<file path="config.mk">
export PLATFORM = sky130hd
export DESIGN_NAME = servo_calib_seq_flat
export DESIGN_NICKNAME = d
export VERILOG_FILES = /design/src/rtl/servo_calib_seq_if.sv /design/src/rtl/servo_calib_seq.sv /design/src/flat_wrapper.sv
export SDC_FILE = /design/constraint.sdc
export NUM_CORES = 1
export LEC_CHECK = 0
export ABC_AREA = 0
export CELL_PAD_IN_SITES_DETAIL_PLACEMENT = 1
export CELL_PAD_IN_SITES_GLOBAL_PLACEMENT = 1
export CORE_MARGIN = 2
export CORE_UTILIZATION = 28
export DETAILED_ROUTE_END_ITERATION = 10
export DONT_BUFFER_PORTS = 1
export GPL_TIMING_DRIVEN = 1
export MAX_ROUTING_LAYER = met4
export PLACE_DENSITY_LB_ADDON = 0.2
export SKIP_LAST_GASP = 1
export SYNTH_ARGS = -nofsm -noshare
export SYNTH_HDL_FRONTEND = slang
export SYNTH_SLANG_ARGS = --single-unit
</file>
<file path="constraint.sdc">
create_clock -name clock -period 5.2 [get_ports clock]
set_input_delay 1.04 -clock clock [delete_from_list [all_inputs] [get_ports clock]]
set_output_delay 1.04 -clock clock [all_outputs]
set_load 0.02 [all_outputs]
</file>
<file path="src/rtl/servo_calib_seq_if.sv">
// Control-unit <-> homing sequencer signal bundle.
//   master : control unit / bench side (drives calib_start, sensorFimCurso)
//   slave  : servo_calib_seq side (drives position, status and state code)
interface servo_calib_seq_if #(
   parameter int POS_W = 10
);
   logic             calib_start;
   logic             sensorFimCurso;
   logic [POS_W-1:0] pos_out;
   logic [POS_W-1:0] home_pos;
   logic             calib_done;
   logic             calib_err;
   logic             busy;
   logic [2:0]       db_estado;

   modport master (
      output calib_start, sensorFimCurso,
      input  pos_out, home_pos, calib_done, calib_err, busy, db_estado
   );

   modport slave (
      input  calib_start, sensorFimCurso,
      output pos_out, home_pos, calib_done, calib_err, busy, db_estado
   );
endinterface

</file>
<file path="src/rtl/servo_calib_seq.sv">
// Servo homing sequencer: sweeps the position target down until the
// debounced end-of-travel sensor fires, latches that as home, then moves
// to home+CENTER_OFFSET (saturated at POS_MAX) and reports done.
// Ports:
//   clock, reset   : system clock, asynchronous active-high reset
//   bus (slave)    : calib_start, sensorFimCurso in;
//                    pos_out, home_pos, calib_done, calib_err, busy,
//                    db_estado out
module servo_calib_seq #(
   parameter int POS_W         = 10,
   parameter int POS_MIN       = 0,
   parameter int POS_MAX       = 1000,
   parameter int STEP_DIV      = 50000,
   parameter int DEBOUNCE      = 16,
   parameter int CENTER_OFFSET = 200
) (
   input  logic              clock,
   input  logic              reset,
   servo_calib_seq_if.slave  bus
);

   localparam int CNT_W = (STEP_DIV > 1) ? $clog2(STEP_DIV) : 1;
   localparam int DB_W  = $clog2(DEBOUNCE + 1);

   localparam logic [POS_W-1:0] LP_POS_MAX   = POS_W'(POS_MAX);
   localparam logic [POS_W-1:0] LP_POS_MIN   = POS_W'(POS_MIN);
   localparam logic [POS_W:0]   LP_MAX_EXT   = (POS_W+1)'(POS_MAX);
   localparam logic [POS_W:0]   LP_OFFSET    = (POS_W+1)'(CENTER_OFFSET);
   localparam logic [CNT_W-1:0] LP_STEP_LAST = CNT_W'(STEP_DIV - 1);
   localparam logic [DB_W-1:0]  LP_DEBOUNCE  = DB_W'(DEBOUNCE);

   typedef enum logic [2:0] {
      S_IDLE     = 3'd0,
      S_DESCEND  = 3'd1,
      S_DEBOUNCE = 3'd2,
      S_CENTER   = 3'd3,
      S_DONE     = 3'd4,
      S_ERRO     = 3'd5
   } state_t;

   state_t           r_state, w_state_nxt;
   logic [POS_W-1:0] r_pos, w_pos_nxt;
   logic [POS_W-1:0] r_home, w_home_nxt;
   logic [DB_W-1:0]  r_db_cnt, w_db_cnt_nxt;
   logic [DB_W-1:0]  w_db_inc;
   logic [CNT_W-1:0] r_step_cnt;
   logic             r_s_meta, r_s_sync;
   logic             r_start_q;
   logic             w_rise;
   logic             w_tick;
   logic [POS_W:0]   w_sum;
   logic [POS_W-1:0] w_target;

   assign w_rise   = bus.calib_start & ~r_start_q;
   assign w_tick   = (r_step_cnt == LP_STEP_LAST);
   assign w_db_inc = r_db_cnt + DB_W'(1);

   // Centre target computed one bit wider so the offset cannot wrap.
   assign w_sum    = {1'b0, r_home} + LP_OFFSET;
   assign w_target = (w_sum > LP_MAX_EXT) ? LP_POS_MAX : w_sum[POS_W-1:0];

   always_ff @(posedge clock or posedge reset) begin
      if (reset) begin
         r_s_meta  <= 1'b0;
         r_s_sync  <= 1'b0;
         r_start_q <= 1'b0;
      end else begin
         r_s_meta  <= bus.sensorFimCurso;
         r_s_sync  <= r_s_meta;
         r_start_q <= bus.calib_start;
      end
   end

   // Step divider restarts from zero on every state entry, so the first
   // step after entering Descend/Center is always a full STEP_DIV away.
   always_ff @(posedge clock or posedge reset) begin
      if (reset) begin
         r_step_cnt <= '0;
      end else if (w_state_nxt != r_state) begin
         r_step_cnt <= '0;
      end else if (r_state == S_DESCEND || r_state == S_CENTER) begin
         r_step_cnt <= w_tick ? '0 : r_step_cnt + CNT_W'(1);
      end else begin
         r_step_cnt <= '0;
      end
   end

   always_ff @(posedge clock or posedge reset) begin
      if (reset) begin
         r_state  <= S_IDLE;
         r_pos    <= LP_POS_MAX;
         r_home   <= '0;
         r_db_cnt <= '0;
      end else begin
         r_state  <= w_state_nxt;
         r_pos    <= w_pos_nxt;
         r_home   <= w_home_nxt;
         r_db_cnt <= w_db_cnt_nxt;
      end
   end

   // Abort (calib_start low) is tested first in the active states so it
   // outranks a sensor hit or step tick in the same cycle.
   always_comb begin
      w_state_nxt  = r_state;
      w_pos_nxt    = r_pos;
      w_home_nxt   = r_home;
      w_db_cnt_nxt = r_db_cnt;
      case (r_state)
         S_IDLE, S_DONE, S_ERRO: begin
            if (w_rise) begin
               w_state_nxt = S_DESCEND;
               w_pos_nxt   = LP_POS_MAX;
            end
         end
         S_DESCEND: begin
            if (!bus.calib_start) begin
               w_state_nxt = S_IDLE;
            end else if (r_s_sync) begin
               w_state_nxt  = S_DEBOUNCE;
               w_db_cnt_nxt = DB_W'(1);
            end else if (w_tick) begin
               if (r_pos == LP_POS_MIN) w_state_nxt = S_ERRO;
               else                     w_pos_nxt   = r_pos - POS_W'(1);
            end
         end
         S_DEBOUNCE: begin
            if (!bus.calib_start) begin
               w_state_nxt = S_IDLE;
            end else if (!r_s_sync) begin
               w_state_nxt = S_DESCEND;
            end else begin
               w_db_cnt_nxt = w_db_inc;
               if (w_db_inc >= LP_DEBOUNCE) begin
                  w_home_nxt  = r_pos;
                  w_state_nxt = S_CENTER;
               end
            end
         end
         S_CENTER: begin
            if (!bus.calib_start) begin
               w_state_nxt = S_IDLE;
            end else if (w_tick) begin
               if (r_pos == w_target) w_state_nxt = S_DONE;
               else                   w_pos_nxt   = r_pos + POS_W'(1);
            end
         end
         default: w_state_nxt = S_IDLE;
      endcase
   end

   assign bus.pos_out    = r_pos;
   assign bus.home_pos   = r_home;
   assign bus.db_estado  = r_state;
   assign bus.calib_done = (r_state == S_DONE);
   assign bus.calib_err  = (r_state == S_ERRO);
   assign bus.busy       = (r_state == S_DESCEND) || (r_state == S_DEBOUNCE) ||
                           (r_state == S_CENTER);

endmodule

</file>
<file path="src/flat_wrapper.sv">
// flat-port wrapper written by rule: the top's interface ports become plain ports
module servo_calib_seq_flat 
#(
   parameter int POS_W         = 10,
   parameter int POS_MIN       = 0,
   parameter int POS_MAX       = 1000,
   parameter int STEP_DIV      = 50000,
   parameter int DEBOUNCE      = 16,
   parameter int CENTER_OFFSET = 200
)
  (clock, reset, bus_calib_start, bus_sensorFimCurso, bus_pos_out, bus_home_pos, bus_calib_done, bus_calib_err, bus_busy, bus_db_estado);
  servo_calib_seq_if #(.POS_W(POS_W)) bus_i ();
  input  logic clock;
  input  logic reset;
  input wire logic [$bits(bus_i.calib_start)-1:0] bus_calib_start;
  input wire logic [$bits(bus_i.sensorFimCurso)-1:0] bus_sensorFimCurso;
  output wire logic [$bits(bus_i.pos_out)-1:0] bus_pos_out;
  output wire logic [$bits(bus_i.home_pos)-1:0] bus_home_pos;
  output wire logic [$bits(bus_i.calib_done)-1:0] bus_calib_done;
  output wire logic [$bits(bus_i.calib_err)-1:0] bus_calib_err;
  output wire logic [$bits(bus_i.busy)-1:0] bus_busy;
  output wire logic [$bits(bus_i.db_estado)-1:0] bus_db_estado;
  assign bus_i.calib_start = bus_calib_start;
  assign bus_i.sensorFimCurso = bus_sensorFimCurso;
  assign bus_pos_out = bus_i.pos_out;
  assign bus_home_pos = bus_i.home_pos;
  assign bus_calib_done = bus_i.calib_done;
  assign bus_calib_err = bus_i.calib_err;
  assign bus_busy = bus_i.busy;
  assign bus_db_estado = bus_i.db_estado;
  servo_calib_seq #(.POS_W(POS_W), .POS_MIN(POS_MIN), .POS_MAX(POS_MAX), .STEP_DIV(STEP_DIV), .DEBOUNCE(DEBOUNCE), .CENTER_OFFSET(CENTER_OFFSET)) u_core (.clock(clock), .reset(reset), .bus(bus_i));
endmodule
</file>
Word level (Yosys, flattened, before mapping)
Cells that the tools add are included.
{"block": "totals", "inputBits": 4, "mem_bits_ro": 0, "latch_bits": 0, "elab_cells": 77, "ram_bits": 0, "mem_count": 0, "reg_bits": 47, "out_inout_bits": 26}
{"block": "op_classes", "muxes": 30, "reduce_logical": 11, "n_addsub": 5, "n_lt_le_gt_ge": 2, "div": 0, "bitwise_logic": 2, "eq_ne": 19, "shifts": 0, "multipliers": 0}
{"operator": "10-bit 2-to-1 mux", "n": 9}
{"operator": "16-bit 2-to-1 mux", "n": 3}
{"operator": "3-bit 2-to-1 mux", "n": 11}
{"operator": "10-bit one-hot mux with 3 select lines", "n": 1}
{"operator": "5-bit 2-to-1 mux", "n": 4}
{"operator": "16-bit by 1-bit adder with 16-bit output (second input constant)", "n": 1}
{"operator": "16-bit == test (second input constant)", "n": 1}
{"operator": "2-bit inequality test (second input constant)", "n": 6}
{"operator": "3-bit one-hot mux with 4 select lines", "n": 1}
{"operator": "10-bit by 8-bit adder with 11-bit output (second input constant)", "n": 1}
{"operator": "11-bit by 10-bit > comparator with 1-bit output (second input constant)", "n": 1}
{"operator": "10-bit by 1-bit adder with 10-bit output (second input constant)", "n": 1}
{"operator": "10-bit == test", "n": 1}
{"operator": "10-bit logical NOT", "n": 1}
{"operator": "2-bit by 1-bit inequality test with 1-bit output (second input constant)", "n": 5}
{"operator": "5-bit one-hot mux with 2 select lines", "n": 1}
{"operator": "10-bit by 1-bit subtractor with 10-bit output (second input constant)", "n": 1}
{"operator": "9-bit AND reduction", "n": 1}
{"operator": "3-bit by 2-bit == test with 1-bit output (second input constant)", "n": 2}
{"operator": "3-bit == test (second input constant)", "n": 2}
{"operator": "5-bit by 1-bit adder with 5-bit output (second input constant)", "n": 1}
{"operator": "5-bit >= comparator (second input constant)", "n": 1}
{"operator": "5-bit AND reduction", "n": 1}
{"operator": "4-bit AND reduction", "n": 1}
{"operator": "other kinds (9)", "n": 11}

Longest topological paths before layout
Gate-level depths: netlist of run 1.
{"block": "depth", "ltp_word": 10, "ltp_mapped": 15, "depth_no_buf": 13}

Worst setup path after synthesis of run 1
OpenSTA, ideal clock, no wires.
{"block": "synth_path", "kind": "reg-to-reg", "start": "register u_core.r_home[4] (netlist: u_core.bus.home_pos[4])", "end": "register u_core.r_pos[2] (netlist: u_core.bus.pos_out[2])", "slack_ps": 2110, "synth_period_minus_slack_ps": 3090, "path_stages_with_launch": 12, "arrival_ps": 2980, "required_ps": 5090, "setup_ps": 110, "n_path_buf": 1, "cell_sequence": "dfrtp_1 > ha_1 > o2bb2ai_2 > a2111oi_4 > nor3b_2 > or2_1 > a2111oi_4 > nand4_2 > o311ai_4 > buf_6 > nand2_1 > o41ai_1"}
{"block": "synth_between", "elab_chain_cells": 6}
{"element": "from (decl)", "line": "servo_calib_seq.sv:43", "text": "logic [POS_W-1:0] r_home, w_home_nxt;"}
{"element": "from (signal assigned)", "line": "servo_calib_seq.sv:97", "text": "r_home <= w_home_nxt;"}
{"element": "10-bit by 8-bit adder with 11-bit output *", "line": "servo_calib_seq.sv:59", "text": "assign w_sum = {1'b0, r_home} + LP_OFFSET;"}
{"element": "11-bit by 10-bit > comparator with 1-bit output", "line": "servo_calib_seq.sv:60", "text": "assign w_target = (w_sum > LP_MAX_EXT) ? LP_POS_MAX : w_sum[POS_W-1:0];"}
{"element": "10-bit 2-to-1 mux *", "line": "servo_calib_seq.sv:60"}
{"element": "10-bit == test *", "line": "servo_calib_seq.sv:144", "text": "if (r_pos == w_target) w_state_nxt = S_DONE;"}
{"element": "2-bit inequality test (no source line) *"}
{"element": "9-bit AND reduction (no source line) *"}
{"element": "to (signal assigned)", "line": "servo_calib_seq.sv:96", "text": "r_pos <= w_pos_nxt;"}
{"element": "to (decl)", "line": "servo_calib_seq.sv:42", "text": "logic [POS_W-1:0] r_pos, w_pos_nxt;"}
Every way passes the cells marked *; elsewhere a longest branch is shown, timed or not.
A chain may end at the register's enable or synchronous reset.

Worst setup path after layout of run 1
{"block": "layout_path", "start": "register u_core.r_home[3] (netlist: u_core.bus.home_pos[3])", "end": "register u_core.r_pos[0] (netlist: u_core.bus.pos_out[0])"}
The elaborated chain is that of the path after synthesis.

==> qor_table.md, run 1 <==
| Parameter | This run | Unit |
|---|---|---|
| Result of the run | completed | - |
| Sum of buffers and inverters on the critical path | 0 | - |
| H-tree levels | 2 | - |
| DRC marker count from the first detailed-route iteration | 80 | - |
| Startpoint type of the worst setup path | flip-flop | - |
| Kind of critical path | flip-flop to flip-flop | - |
| Fraction of the yosys area taken by sequential cells | 37.3 | % |
| Maximum fanout along the worst path | 17 | - |
| Average wire length per cell after detail routing | 17.4 | µm |
| Overall global routing resource usage | 14.8 | % |
| Congestion Overflow GR | 0 | - |
| Cell-by-cell listing of the critical path | ha_1 -> o2bb2ai_2 -> a2111oi_4 -> nor3b_2 -> or2_1 -> a2111oi_4 -> nand4_2 -> o311ai_4 -> nor3_1 -> a21o_1 | - |
| Initial standard-cell utilization of the core | 29.0 | % |
| Number of nets at the end of the flow | 361 | - |
| Core region area | 0.0109 | mm² |
| Clock transition at the registers of the reported paths | 0.07 | ns |
| Internal | 0.821 | mW |
| Number of slew-limit violations in the final report | 0 | - |
| DP Wirelength | 6.12 | mm |
| Count of nets left with antenna violations after detail routing | 0 | - |
| Final Cycle Share | 72.0 | % |
| Setup TNS | 0 | ns |
| Category of the worst setup path capture point | flip-flop | - |
| Clock root buffer | sky130_fd_sc_hd__clkbuf_16 | - |
| Reg-to-reg setup timing slack | 1.45 | ns |
| Chip height | 110 | µm |
| Setup slack after placement | 1.47 | ns |
| Layout-stage area growth over the synthesis result | 8.13 | % |
| Clk_lat worst skew | 0.29 | ns |
| Net switching power of the design | 0.595 | mW |
| Worst r2r src | u_core.bus.home_pos[3] | - |
| Number of buffers inserted for hold repair after clock tree synthesis | 0 | - |
| Detailed-route wire length | 8.43 | mm |
| Ys async rst share | 100 | % |
| Maximum ir drop on the vdd rail | 157 | µV |
| Yosys Warn Count | 0 | - |
| Die boundary width | 110 | µm |
| First-pass GRT wire length | 14.5 | mm |
| Final cell count without fillers | 485 | - |
| HP Start | u_core.r_s_meta | - |
| Clock buffer depth | 2 | - |
| Cts repair resizes | 0 | - |
| Highest Signal Layer | met4 | - |
| Family with the most delay on the worst path | compound AO/OA/AOI/OAI gates | - |
| Arrival time at the worst endpoint | 3.93 | ns |
| Highest achievable clock rate | 267 | MHz |
| CTS tree | built | - |
| Die area | 0.0122 | mm² |
| Hold endpoint | u_core.r_s_sync | - |
| Cell total after placement | 477 | - |
| Crit-path most repeated cell | sky130_fd_sc_hd__a2111oi_4 | - |
| Largest net degree at the start of global routing | 48 | - |
| Path category of the worst min-delay check | flip-flop to flip-flop | - |
| Comb power frac | 34.4 | % |
| Critical-path cell with the highest stage delay | sky130_fd_sc_hd__dfrtp_1 | - |
| Buffers added on ports | 0 | - |
| Diodes inserted | 0 | - |
| Slew at the pin with the worst max-slew slack | 1.06 | ns |
| Initial antenna violation count | 0 | - |
| Maximum single-stage delay on the critical path | 0.74 | ns |
| Placer Congestion | 0.788 | - |
| Post-synth design cell area | 0.00317 | mm² |
| Buffer count from post-CTS setup fixing | 0 | - |
| EDFF count, synth | 0 | - |
| Post-route clock skew | 0.00638 | ns |
| Slack of the critical path | 1.45 | ns |
| Hold path cells | 0 | - |
| Endpoint of the lowest-slack register-to-register path | u_core.bus.pos_out[0] | - |
| Leakage power of the design | 1.40 | nW |
| DR vias/cell | 5.26 | - |
| MaxCap Viol Count | 0 | - |
| Headroom to the max-slew limit | 29.4 | % |
| Average instance area after synthesis | 9.03 | µm² |
| Hold Fails Final Rpt | 0 | - |
| DRC errors left | 0 | - |
| Sinks on the clock net | 47 | - |
| Fraction of power consumed by sequential logic | 41.6 | % |
| # setup viols final | 0 | - |
| Vias in the first global route | 2738 | - |
| Cell count of the worst reg-to-reg path | 10 | - |
| Switching share of power | 42.0 | % |
| Net count of the mapped netlist | 368 | - |
| Count of pins on the block boundary | 30 | - |
| Share of cells above drive strength 1 | 9.57 | % |
| Unique cell type count in the Yosys netlist | 60 | - |
| WL met1 | 4.11 | mm |
| Leading register cell type out of synthesis | sky130_fd_sc_hd__dfrtp_1 | - |
| Number of buffers created by CTS | 5 | - |
| Sum of met3 wire segment lengths after detailed routing | 246 | µm |
| Standard-cell rows | 38 | - |
| Sum of met2 wire segment lengths after detailed routing | 3.99 | mm |
| Share of power burned in the clock network | 24.0 | % |
| Required time worst endpoint | 5.38 | ns |
| RSZ-0062 raised after global routing | false | - |
| Vias | 2549 | - |
| Yosys reg bits | 47 | - |
| Minimum clock period | 3.75 | ns |
| Drt first pass iters | 4 | - |
| Mapped Cells | 351 | - |
| Total power divided by cell area | 413 | mW/mm² |
-- cell usage in the layout (no fill, tap or decap), types with 3 or more instances in the layout --
master                       n
sky130_fd_sc_hd__nor2_1     48
sky130_fd_sc_hd__dfrtp_1    41
sky130_fd_sc_hd__nand2_1    35
sky130_fd_sc_hd__xor2_1     15
sky130_fd_sc_hd__o21ai_0    14
sky130_fd_sc_hd__a21oi_1    13
sky130_fd_sc_hd__xnor2_1    13
sky130_fd_sc_hd__inv_1      12
sky130_fd_sc_hd__ha_1       12
sky130_fd_sc_hd__nand3_1    11
sky130_fd_sc_hd__nor3_1     10
sky130_fd_sc_hd__nor2b_1     9
sky130_fd_sc_hd__mux2_2      8
sky130_fd_sc_hd__a21o_1      7
sky130_fd_sc_hd__nand4_1     6
sky130_fd_sc_hd__dfstp_2     6
sky130_fd_sc_hd__nor4b_1     5
sky130_fd_sc_hd__o31ai_1     5
sky130_fd_sc_hd__and3_1      5
sky130_fd_sc_hd__clkbuf_16   5
sky130_fd_sc_hd__o21ai_1     4
sky130_fd_sc_hd__nor4_1      4
sky130_fd_sc_hd__nand2b_1    3
sky130_fd_sc_hd__o31a_1      3
sky130_fd_sc_hd__a211o_1     3
sky130_fd_sc_hd__mux2i_1     3
sky130_fd_sc_hd__o211ai_1    3
-- Yosys cell counts (4+ instances only) --
| cell | count | area, µm² |
|---|---|---|
| sky130_fd_sc_hd__nand3_1 | 11 | 55.1 |
| sky130_fd_sc_hd__o21ai_1 | 4 | 20.0 |
| sky130_fd_sc_hd__nor2_1 | 48 | 180 |
| sky130_fd_sc_hd__ha_1 | 12 | 150 |
| sky130_fd_sc_hd__nand2_1 | 35 | 131 |
| sky130_fd_sc_hd__o31ai_1 | 5 | 37.5 |
| sky130_fd_sc_hd__nor4b_1 | 5 | 43.8 |
| sky130_fd_sc_hd__a21oi_1 | 13 | 65.1 |
| sky130_fd_sc_hd__dfstp_2 | 6 | 158 |
| sky130_fd_sc_hd__xor2_1 | 15 | 131 |
| sky130_fd_sc_hd__o21ai_0 | 14 | 70.1 |
| sky130_fd_sc_hd__dfrtp_1 | 41 | 1030 |
| sky130_fd_sc_hd__inv_1 | 13 | 48.8 |
| sky130_fd_sc_hd__nor2b_1 | 9 | 56.3 |
| sky130_fd_sc_hd__and3_1 | 5 | 31.3 |
| sky130_fd_sc_hd__nor3_1 | 10 | 50.1 |
| sky130_fd_sc_hd__clkbuf_1 | 10 | 37.5 |
| sky130_fd_sc_hd__a21o_1 | 7 | 52.6 |
| sky130_fd_sc_hd__nand4_1 | 6 | 37.5 |
| sky130_fd_sc_hd__nor4_1 | 4 | 25.0 |
| sky130_fd_sc_hd__xnor2_1 | 13 | 114 |
| sky130_fd_sc_hd__mux2_2 | 8 | 90.1 |
-- worst register-to-register path, stage by stage, from the launching register on --
cell	delay, ns
sky130_fd_sc_hd__dfrtp_1	0.74
sky130_fd_sc_hd__ha_1	0.47
sky130_fd_sc_hd__o2bb2ai_2	0.13
sky130_fd_sc_hd__a2111oi_4	0.38
sky130_fd_sc_hd__nor3b_2	0.10
sky130_fd_sc_hd__or2_1	0.27
sky130_fd_sc_hd__a2111oi_4	0.36
sky130_fd_sc_hd__nand4_2	0.21
sky130_fd_sc_hd__o311ai_4	0.70
sky130_fd_sc_hd__nor3_1	0.10
sky130_fd_sc_hd__a21o_1	0.17
-- per-layer routing --
metal | track usage [%] | up-vias
met5 | - | -
met4 | 3.92 | 0
li1 | - | 1241
met2 | 24.1 | 28
met1 | 19.4 | 1272
met3 | 2.31 | 8
-- how the worst max path moves through the flow --
| stage | startpoint | end | slack [ns] | cells past startpoint |
|---|---|---|---|---|
| floorplan | u_core.bus.home_pos[4] | u_core.bus.pos_out[2] | 2.11 | 11 |
| finish | u_core.bus.home_pos[3] | u_core.bus.pos_out[0] | 1.45 | 10 |
| CTS | u_core.bus.home_pos[3] | u_core.bus.pos_out[0] | 1.44 | 10 |
| detailed placement | u_core.bus.home_pos[3] | u_core.bus.pos_out[0] | 1.47 | 10 |
| global route | u_core.bus.db_estado[0] | u_core.bus.pos_out[9] | 1.12 | 11 |
| global placement | u_core.bus.home_pos[3] | u_core.bus.pos_out[0] | 1.50 | 10 |
-- cell families after synthesis --
logic type                 count (synthesis)  synth area share [%]
AOI/OAI and AO/OA                         77                  18.9
muxes                                     11                  3.79
buffers and inverters                     28                  4.06
and+or+nand+nor                          147                  22.8
DFF                                       47                  37.3
adders and majority gates                 13                  5.37
xor gates and xnor gates                  28                  7.73
-- through the flow --
stage / hold slack (ns) / power [mW] / utilization, % / cell area [µm²]
2_1_floorplan: 0.331 / 0.953 / - / 3170
3_3_place_gp: 0.340 / 1.07 / 29.9 / 3270
3_5_place_dp: 0.344 / 1.09 / 29.9 / 3270
4_1_cts: 0.361 / 1.44 / 31.4 / 3430
5_1_grt: 0.363 / 1.53 / 31.4 / 3430
6_report: 0.355 / 1.42 / 31.4 / 3430
-- power by group through the flow --
stage	clock network [mW]	registers (mW)	logic, mW
2_1_floorplan	0	0.534	0.419
3_3_place_gp	0	0.598	0.477
3_5_place_dp	0	0.600	0.490
4_1_cts	0.357	0.593	0.493
5_1_grt	0.369	0.604	0.558
6_report	0.340	0.590	0.487
-- flip-flops by register name, summed over array words and instances (netlist names) --
register / cells
u_core.bus.home_pos: 10
u_core.r_s_sync: 1
u_core.bus.pos_out: 10
u_core.r_db_cnt: 5
u_core.r_step_cnt: 16
u_core.bus.db_estado: 3
u_core.r_s_meta: 1
u_core.r_start_q: 1
-- cell type report --
type | instances | area [µm²]
clock buffers | 6 | 139
clock inverters | 2 | 16.3
fillers | 1298 | 7510
inverters | 13 | 48.8
multi-input cells | 276 | 1860
flip-flops and latches | 47 | 1180
well taps | 140 | 175
repair buffers | 1 | 7.51
No activity file was read; power rests on OpenSTA's default activity.
==> inputs of run 2 (changes only) <==
Clock period 5.2 ns to 3.5 ns, I/O delays scaled along.
==> run 2 against run 1 <==
  * Worst hold slack worse by 0.0024 ns
  * Sequential cell count stayed put
  * Via count rose by 2.7%
  * Clock skew increased by 0.0043 ns
  * Routed wire length rose by 5.0%
  * Die area unchanged
  * Count of clock-buffer cells in the layout stayed put
  * Fmax increased by 15%
  * Setup slack got worse by 1.2 ns
  * Core utilization is 1.4 points higher
  * Total power grew 58%
  * Critical path type unchanged
  * Largest power group unchanged
  * Highest routed layer unchanged
==> qor_table.md, run 2 (synthesis gave the netlist of run 1 again) <==
| Parameter | This run | Unit |
|---|---|---|
| Maximum fanout along the worst path | 10 | - |
| Buffers added on ports | 0 | - |
| Register name with the most flops | u_core.r_step_cnt | - |
| Hold path cells | 0 | - |
| Result of the run | completed | - |
| Diodes inserted | 0 | - |
| Number of slew-limit violations in the final report | 0 | - |
| # setup viols final | 0 | - |
| Setup TNS | 0 | ns |
| DP Wirelength | 6.42 | mm |
| Flip-flop count of the largest register, all copies and words added | 16 | - |
| Kind of critical path | flip-flop to flip-flop | - |
| Number of buffers inserted for hold repair after clock tree synthesis | 0 | - |
| Congestion Overflow GR | 0 | - |
| Cts repair resizes | 0 | - |
| Largest net degree at the start of global routing | 48 | - |
| Category of the worst setup path capture point | flip-flop | - |
| CTS tree | built | - |
| Headroom to the max-slew limit | 28.4 | % |
| Count of nets left with antenna violations after detail routing | 0 | - |
| Final Cycle Share | 93.3 | % |
| Minimum clock period | 3.27 | ns |
| Slew at the pin with the worst max-slew slack | 1.07 | ns |
| Clock transition at the registers of the reported paths | 0.07 | ns |
| Post-route clock skew | 0.0106 | ns |
| Die area | 0.0122 | mm² |
| Chip height | 110 | µm |
| Hold endpoint | u_core.r_s_sync | - |
| Count of pins on the block boundary | 30 | - |
| Overall global routing resource usage | 15.3 | % |
| DRC errors left | 0 | - |
| Placer Congestion | 0.798 | - |
| Hold Fails Final Rpt | 0 | - |
| Drt first pass iters | 4 | - |
| RSZ-0062 raised after global routing | false | - |
| Clock buffer depth | 2 | - |
| Required time worst endpoint | 3.74 | ns |
| Vias in the first global route | 2809 | - |
| Total design power | 2.24 | mW |
| Die boundary width | 110 | µm |
| Arrival time at the worst endpoint | 3.50 | ns |
| Buffer count from post-CTS setup fixing | 0 | - |
| Worst r2r src | u_core.bus.home_pos[3] | - |
| Top library cells by usage in the layout, fill and taps aside | sky130_fd_sc_hd__nor2_1 (48), sky130_fd_sc_hd__dfrtp_1 (41), sky130_fd_sc_hd__nand2_1 (35) | - |
| DRC marker count from the first detailed-route iteration | 102 | - |
| Path category of the worst min-delay check | flip-flop to flip-flop | - |
| Leakage power of the design | 1.51 | nW |
| MaxCap Viol Count | 0 | - |
| Share of cells above drive strength 1 | 14.0 | % |
| Clock root buffer | sky130_fd_sc_hd__clkbuf_16 | - |
| Endpoint of the lowest-slack register-to-register path | u_core.bus.pos_out[5] | - |
| First-pass GRT wire length | 14.7 | mm |
| Initial standard-cell utilization of the core | 29.0 | % |
| Reg-to-reg setup timing slack | 0.23 | ns |
| Core region area | 0.0109 | mm² |
| Total power divided by cell area | 626 | mW/mm² |
| Cell count of the worst reg-to-reg path | 11 | - |
| Clk_lat worst skew | 0.31 | ns |
| HP Start | u_core.r_s_meta | - |
| Maximum ir drop on the vdd rail | 211 | µV |
| Number of nets at the end of the flow | 379 | - |
| H-tree levels | 2 | - |
| Highest achievable clock rate | 306 | MHz |
| Startpoint type of the worst setup path | flip-flop | - |
| Vias | 2617 | - |
| Leading cell type in the layout, fill and taps excluded | sky130_fd_sc_hd__nor2_1 | - |
| Number of buffers created by CTS | 5 | - |
| Layout-stage area growth over the synthesis result | 13.1 | % |
| Average wire length per cell after detail routing | 17.6 | µm |
| Standard-cell rows | 38 | - |
| DR vias/cell | 5.20 | - |
| Sinks on the clock net | 47 | - |
| Initial antenna violation count | 0 | - |
| Detailed-route wire length | 8.86 | mm |
==> run 2: metal layers <==
metal | part of all wire [%] | vias to the layer above | global-route usage [%] | wire [µm]
li1 | - | 1281 | - | -
met1 | 47 | 1309 | 18.7 | 4200
met2 | 48 | 20 | 25.2 | 4260
met3 | 3.1 | 7 | 3.84 | 277
met4 | 1.3 | 0 | 4.25 | 116
met5 | 0 | - | - | 0
==> run 2: worst max-delay path: stages (launching register included) <==
cell,delay (ns)
sky130_fd_sc_hd__dfrtp_1,0.42
sky130_fd_sc_hd__ha_1,0.31
sky130_fd_sc_hd__nor3b_1,0.21
sky130_fd_sc_hd__a2111oi_4,0.38
sky130_fd_sc_hd__nor3b_2,0.10
sky130_fd_sc_hd__or2_1,0.27
sky130_fd_sc_hd__a2111oi_4,0.36
sky130_fd_sc_hd__nand4_2,0.21
sky130_fd_sc_hd__o311ai_4,0.54
sky130_fd_sc_hd__buf_4,0.22
sky130_fd_sc_hd__nor3_1,0.05
sky130_fd_sc_hd__a21oi_1,0.14
==> run 2: layout make-up <==
| type | instances | area (µm²) |
|---|---|---|
| fillers | 1290 | 7350 |
| multi-input cells | 276 | 1860 |
| inverters | 13 | 48.8 |
| clock buffers | 6 | 139 |
| flip-flops and latches | 47 | 1180 |
| well taps | 140 | 175 |
| repair buffers | 19 | 143 |
| clock inverters | 2 | 38.8 |
==> run 2: worst max path at each step <==
stage          depth (start not counted)                    end                   start  slack, ns
2_1_floorplan                         11  u_core.bus.pos_out[2]  u_core.bus.home_pos[4]       0.41
3_3_place_gp                          11  u_core.bus.pos_out[5]  u_core.bus.home_pos[3]       0.37
3_5_place_dp                          11  u_core.bus.pos_out[5]  u_core.bus.home_pos[3]       0.25
4_1_cts                               11  u_core.bus.pos_out[5]  u_core.bus.home_pos[3]       0.21
5_1_grt                               11  u_core.bus.pos_out[5]  u_core.bus.home_pos[3]      0.006
6_report                              11  u_core.bus.pos_out[5]  u_core.bus.home_pos[3]       0.23
==> run 2: metrics by stage <==
stage	hold slack (ns)	instance area (µm²)	cells	utilization (%)	setup slack (ns)
3_3_place_gp	0.338	3410	495	31.2	0.366
6_report	0.352	3590	503	32.8	0.233
4_1_cts	0.356	3590	503	32.8	0.208
5_1_grt	0.367	3590	503	32.8	0.00624
3_5_place_dp	0.338	3410	495	31.2	0.249
2_1_floorplan	0.331	3170	351	-	0.410
==> run 2: report_power, final <==
group          internal, mW  switching, mW
Clock                 0.360          0.243
Combinational         0.332          0.484
Sequential            0.638          0.189
==> inputs of run 3 (changes only) <==
Settings changed: CTS_CLUSTER_SIZE from default to 40, REMOVE_ABC_BUFFERS from default to 1.
==> run 3 against run 2 <==
  * Global-route usage hardly changed
  * Sequential share of layout area about the same
  * Sequential power about the same
  * First-iteration DRC count decreased by 22%
  * Setup slack improved by 0.19 ns
  * Die area stayed put
  * Non-clock buffer count is 2 higher
  * Highest routed layer unchanged
==> qor_table.md, run 3 (synthesis gave the netlist of run 1 again) <==
| Parameter | This run | Unit |
|---|---|---|
| Post-route clock skew | 0.00811 | ns |
| Clock transition at the registers of the reported paths | 0.07 | ns |
| Maximum fanout along the worst path | 17 | - |
| Initial standard-cell utilization of the core | 29.0 | % |
| Diodes inserted | 0 | - |
| Share of power burned in the clock network | 23.7 | % |
| Highest achievable clock rate | 325 | MHz |
| Result of the run | completed | - |
| First-pass GRT wire length | 14.9 | mm |
| Slew at the pin with the worst max-slew slack | 1.01 | ns |
| Cell area after layout | 0.00359 | mm² |
| # setup viols final | 0 | - |
| Vias | 2609 | - |
| Cell-by-cell listing of the critical path | buf_4 -> nand3_1 -> nor4b_1 -> a211o_1 -> a22o_1 -> nor4bb_1 -> nand4_2 -> o311ai_4 -> buf_12 -> nor3_1 -> a21o_1 | - |
| Fraction of the core area covered by cells at the end of the flow | 32.8 | % |
| Maximum ir drop on the vdd rail | 232 | µV |
| CTS tree | built | - |
| Die area | 0.0122 | mm² |
| Largest net degree at the start of global routing | 46 | - |
| Count of nets left with antenna violations after detail routing | 0 | - |
| Startpoint type of the worst setup path | flip-flop | - |
| Number of nets at the end of the flow | 381 | - |
| Sum of buffers and inverters on the critical path | 2 | - |
| Internal | 1.27 | mW |
| Drt first pass iters | 4 | - |
| Vias in the first global route | 2852 | - |
| Clk_lat worst skew | 0.29 | ns |
| Path category of the worst min-delay check | flip-flop to flip-flop | - |
| Initial antenna violation count | 0 | - |
| Total power divided by cell area | 599 | mW/mm² |
| Category of the worst setup path capture point | flip-flop | - |
| RSZ-0062 raised after global routing | false | - |
| Critical-path cell with the highest stage delay | sky130_fd_sc_hd__nor4b_1 | - |
| Clock root buffer | sky130_fd_sc_hd__clkbuf_16 | - |
| Flip-flop count of the largest register, all copies and words added | 16 | - |
| Maximum single-stage delay on the critical path | 0.53 | ns |
| Net switching power of the design | 0.877 | mW |
| Switching share of power | 40.8 | % |
| Overall global routing resource usage | 15.2 | % |
| Kind of critical path | flip-flop to flip-flop | - |
| Number of buffers inserted for hold repair after clock tree synthesis | 0 | - |
| MaxCap Viol Count | 0 | - |
| Average wire length per cell after detail routing | 16.9 | µm |
| Number of slew-limit violations in the final report | 0 | - |
| Hold Fails Final Rpt | 0 | - |
| Top library cells by usage in the layout, fill and taps aside | sky130_fd_sc_hd__nor2_1 (48), sky130_fd_sc_hd__dfrtp_1 (41), sky130_fd_sc_hd__nand2_1 (35) | - |
| Total design power | 2.15 | mW |
| DR vias/cell | 5.17 | - |
| Cts repair resizes | 0 | - |
| Final Cycle Share | 87.9 | % |
| Leading cell type in the layout, fill and taps excluded | sky130_fd_sc_hd__nor2_1 | - |
| Setup TNS | 0 | ns |
| Leakage power of the design | 1.51 | nW |
| Register name with the most flops | u_core.r_step_cnt | - |
| Clock buffer depth | 2 | - |
| Core region area | 0.0109 | mm² |
| Placer Congestion | 0.779 | - |
| Chip height | 110 | µm |
| Arrival time at the worst endpoint | 3.27 | ns |
| DRC errors left | 0 | - |
| Count of pins on the block boundary | 30 | - |
| DRC marker count from the first detailed-route iteration | 80 | - |
| Share of cells above drive strength 1 | 14.5 | % |
| Minimum clock period | 3.08 | ns |
| Worst-case hold slack | 0.352 | ns |
| Comb power frac | 38.0 | % |
| DP Wirelength | 6.25 | mm |
| Congestion Overflow GR | 0 | - |
| Family with the most delay on the worst path | simple AND/OR/NAND/NOR gates | - |
| Die boundary width | 110 | µm |
| Headroom to the max-slew limit | 32.8 | % |
| Required time worst endpoint | 3.69 | ns |
| Sinks on the clock net | 47 | - |
| Standard-cell rows | 38 | - |
| Detailed-route wire length | 8.53 | mm |
| Buffers added on ports | 0 | - |
| H-tree levels | 2 | - |
| Area after DPL | 0.00342 | mm² |
| Fraction of power consumed by sequential logic | 38.3 | % |
| Number of buffers created by CTS | 5 | - |
| Layout-stage area growth over the synthesis result | 13.3 | % |
-- run 3: layout make-up --
class                   instances  area (µm²)
clock inverters                 2        16.3
flip-flops and latches         47        1180
well taps                     140         175
repair buffers                 21         170
inverters                      13        48.8
clock buffers                   6         139
multi-input cells             276        1860
fillers                      1293        7340
-- run 3: final timing paths --
path | to | from | depth (start not counted) | slack (ns)
setup reg to reg | u_core.bus.pos_out[0] | u_core.bus.home_pos[4] | 11 | 0.42
setup / recovery | u_core.bus.pos_out[0] | u_core.bus.home_pos[4] | 11 | 0.42
max in group asynchronous | u_core.bus.pos_out[6] | reset | 2 | 2.26
hold / removal | u_core.r_s_sync | u_core.r_s_meta | 0 | 0.35
hold reg to reg | u_core.r_s_sync | u_core.r_s_meta | 0 | 0.35
min in group asynchronous | u_core.bus.pos_out[1] | reset | 1 | 0.52
-- run 3: per-stage QoR --
stage / instances / setup slack (ns)
final: 505 / 0.423
after global placement: 496 / 0.296
after detailed placement: 496 / 0.184
after CTS: 504 / 0.159
after global routing: 505 / 0.177
after floorplan: 336 / 0.252
-- run 3: power groups by stage --
stage	clock, mW	combinational, mW	sequential (mW)
4_1_cts	0.529	0.811	0.829
5_1_grt	0.547	0.936	0.848
3_3_place_gp	0	0.792	0.839
2_1_floorplan	0	0.581	0.810
6_report	0.509	0.816	0.824
3_5_place_dp	0	0.809	0.841
-- run 3: worst reg2reg max path, delay by kind of cell, from the launching register on --
family	cells	cell delay, ns
and+or+nand+nor	5	1.36
buffers and inverters	2	0.39
AOI/OAI and AO/OA	4	0.82
DFF	1	0.41
-- run 3: metal layers --
layer,GRT usage [%],routed length [µm],up-vias
li1,-,-,1282
met1,19.3,4080,1299
met2,25.4,4160,20
met3,2.74,201,8
met4,3.67,93,0
met5,-,0,-
-- run 3: what timing repair did --
action | 4_1_cts | 5_1_grt
setup endpoints to repair | 0 | 9
endpoints found under the hold margin | 0 | 0
setup buffers | 0 | 1
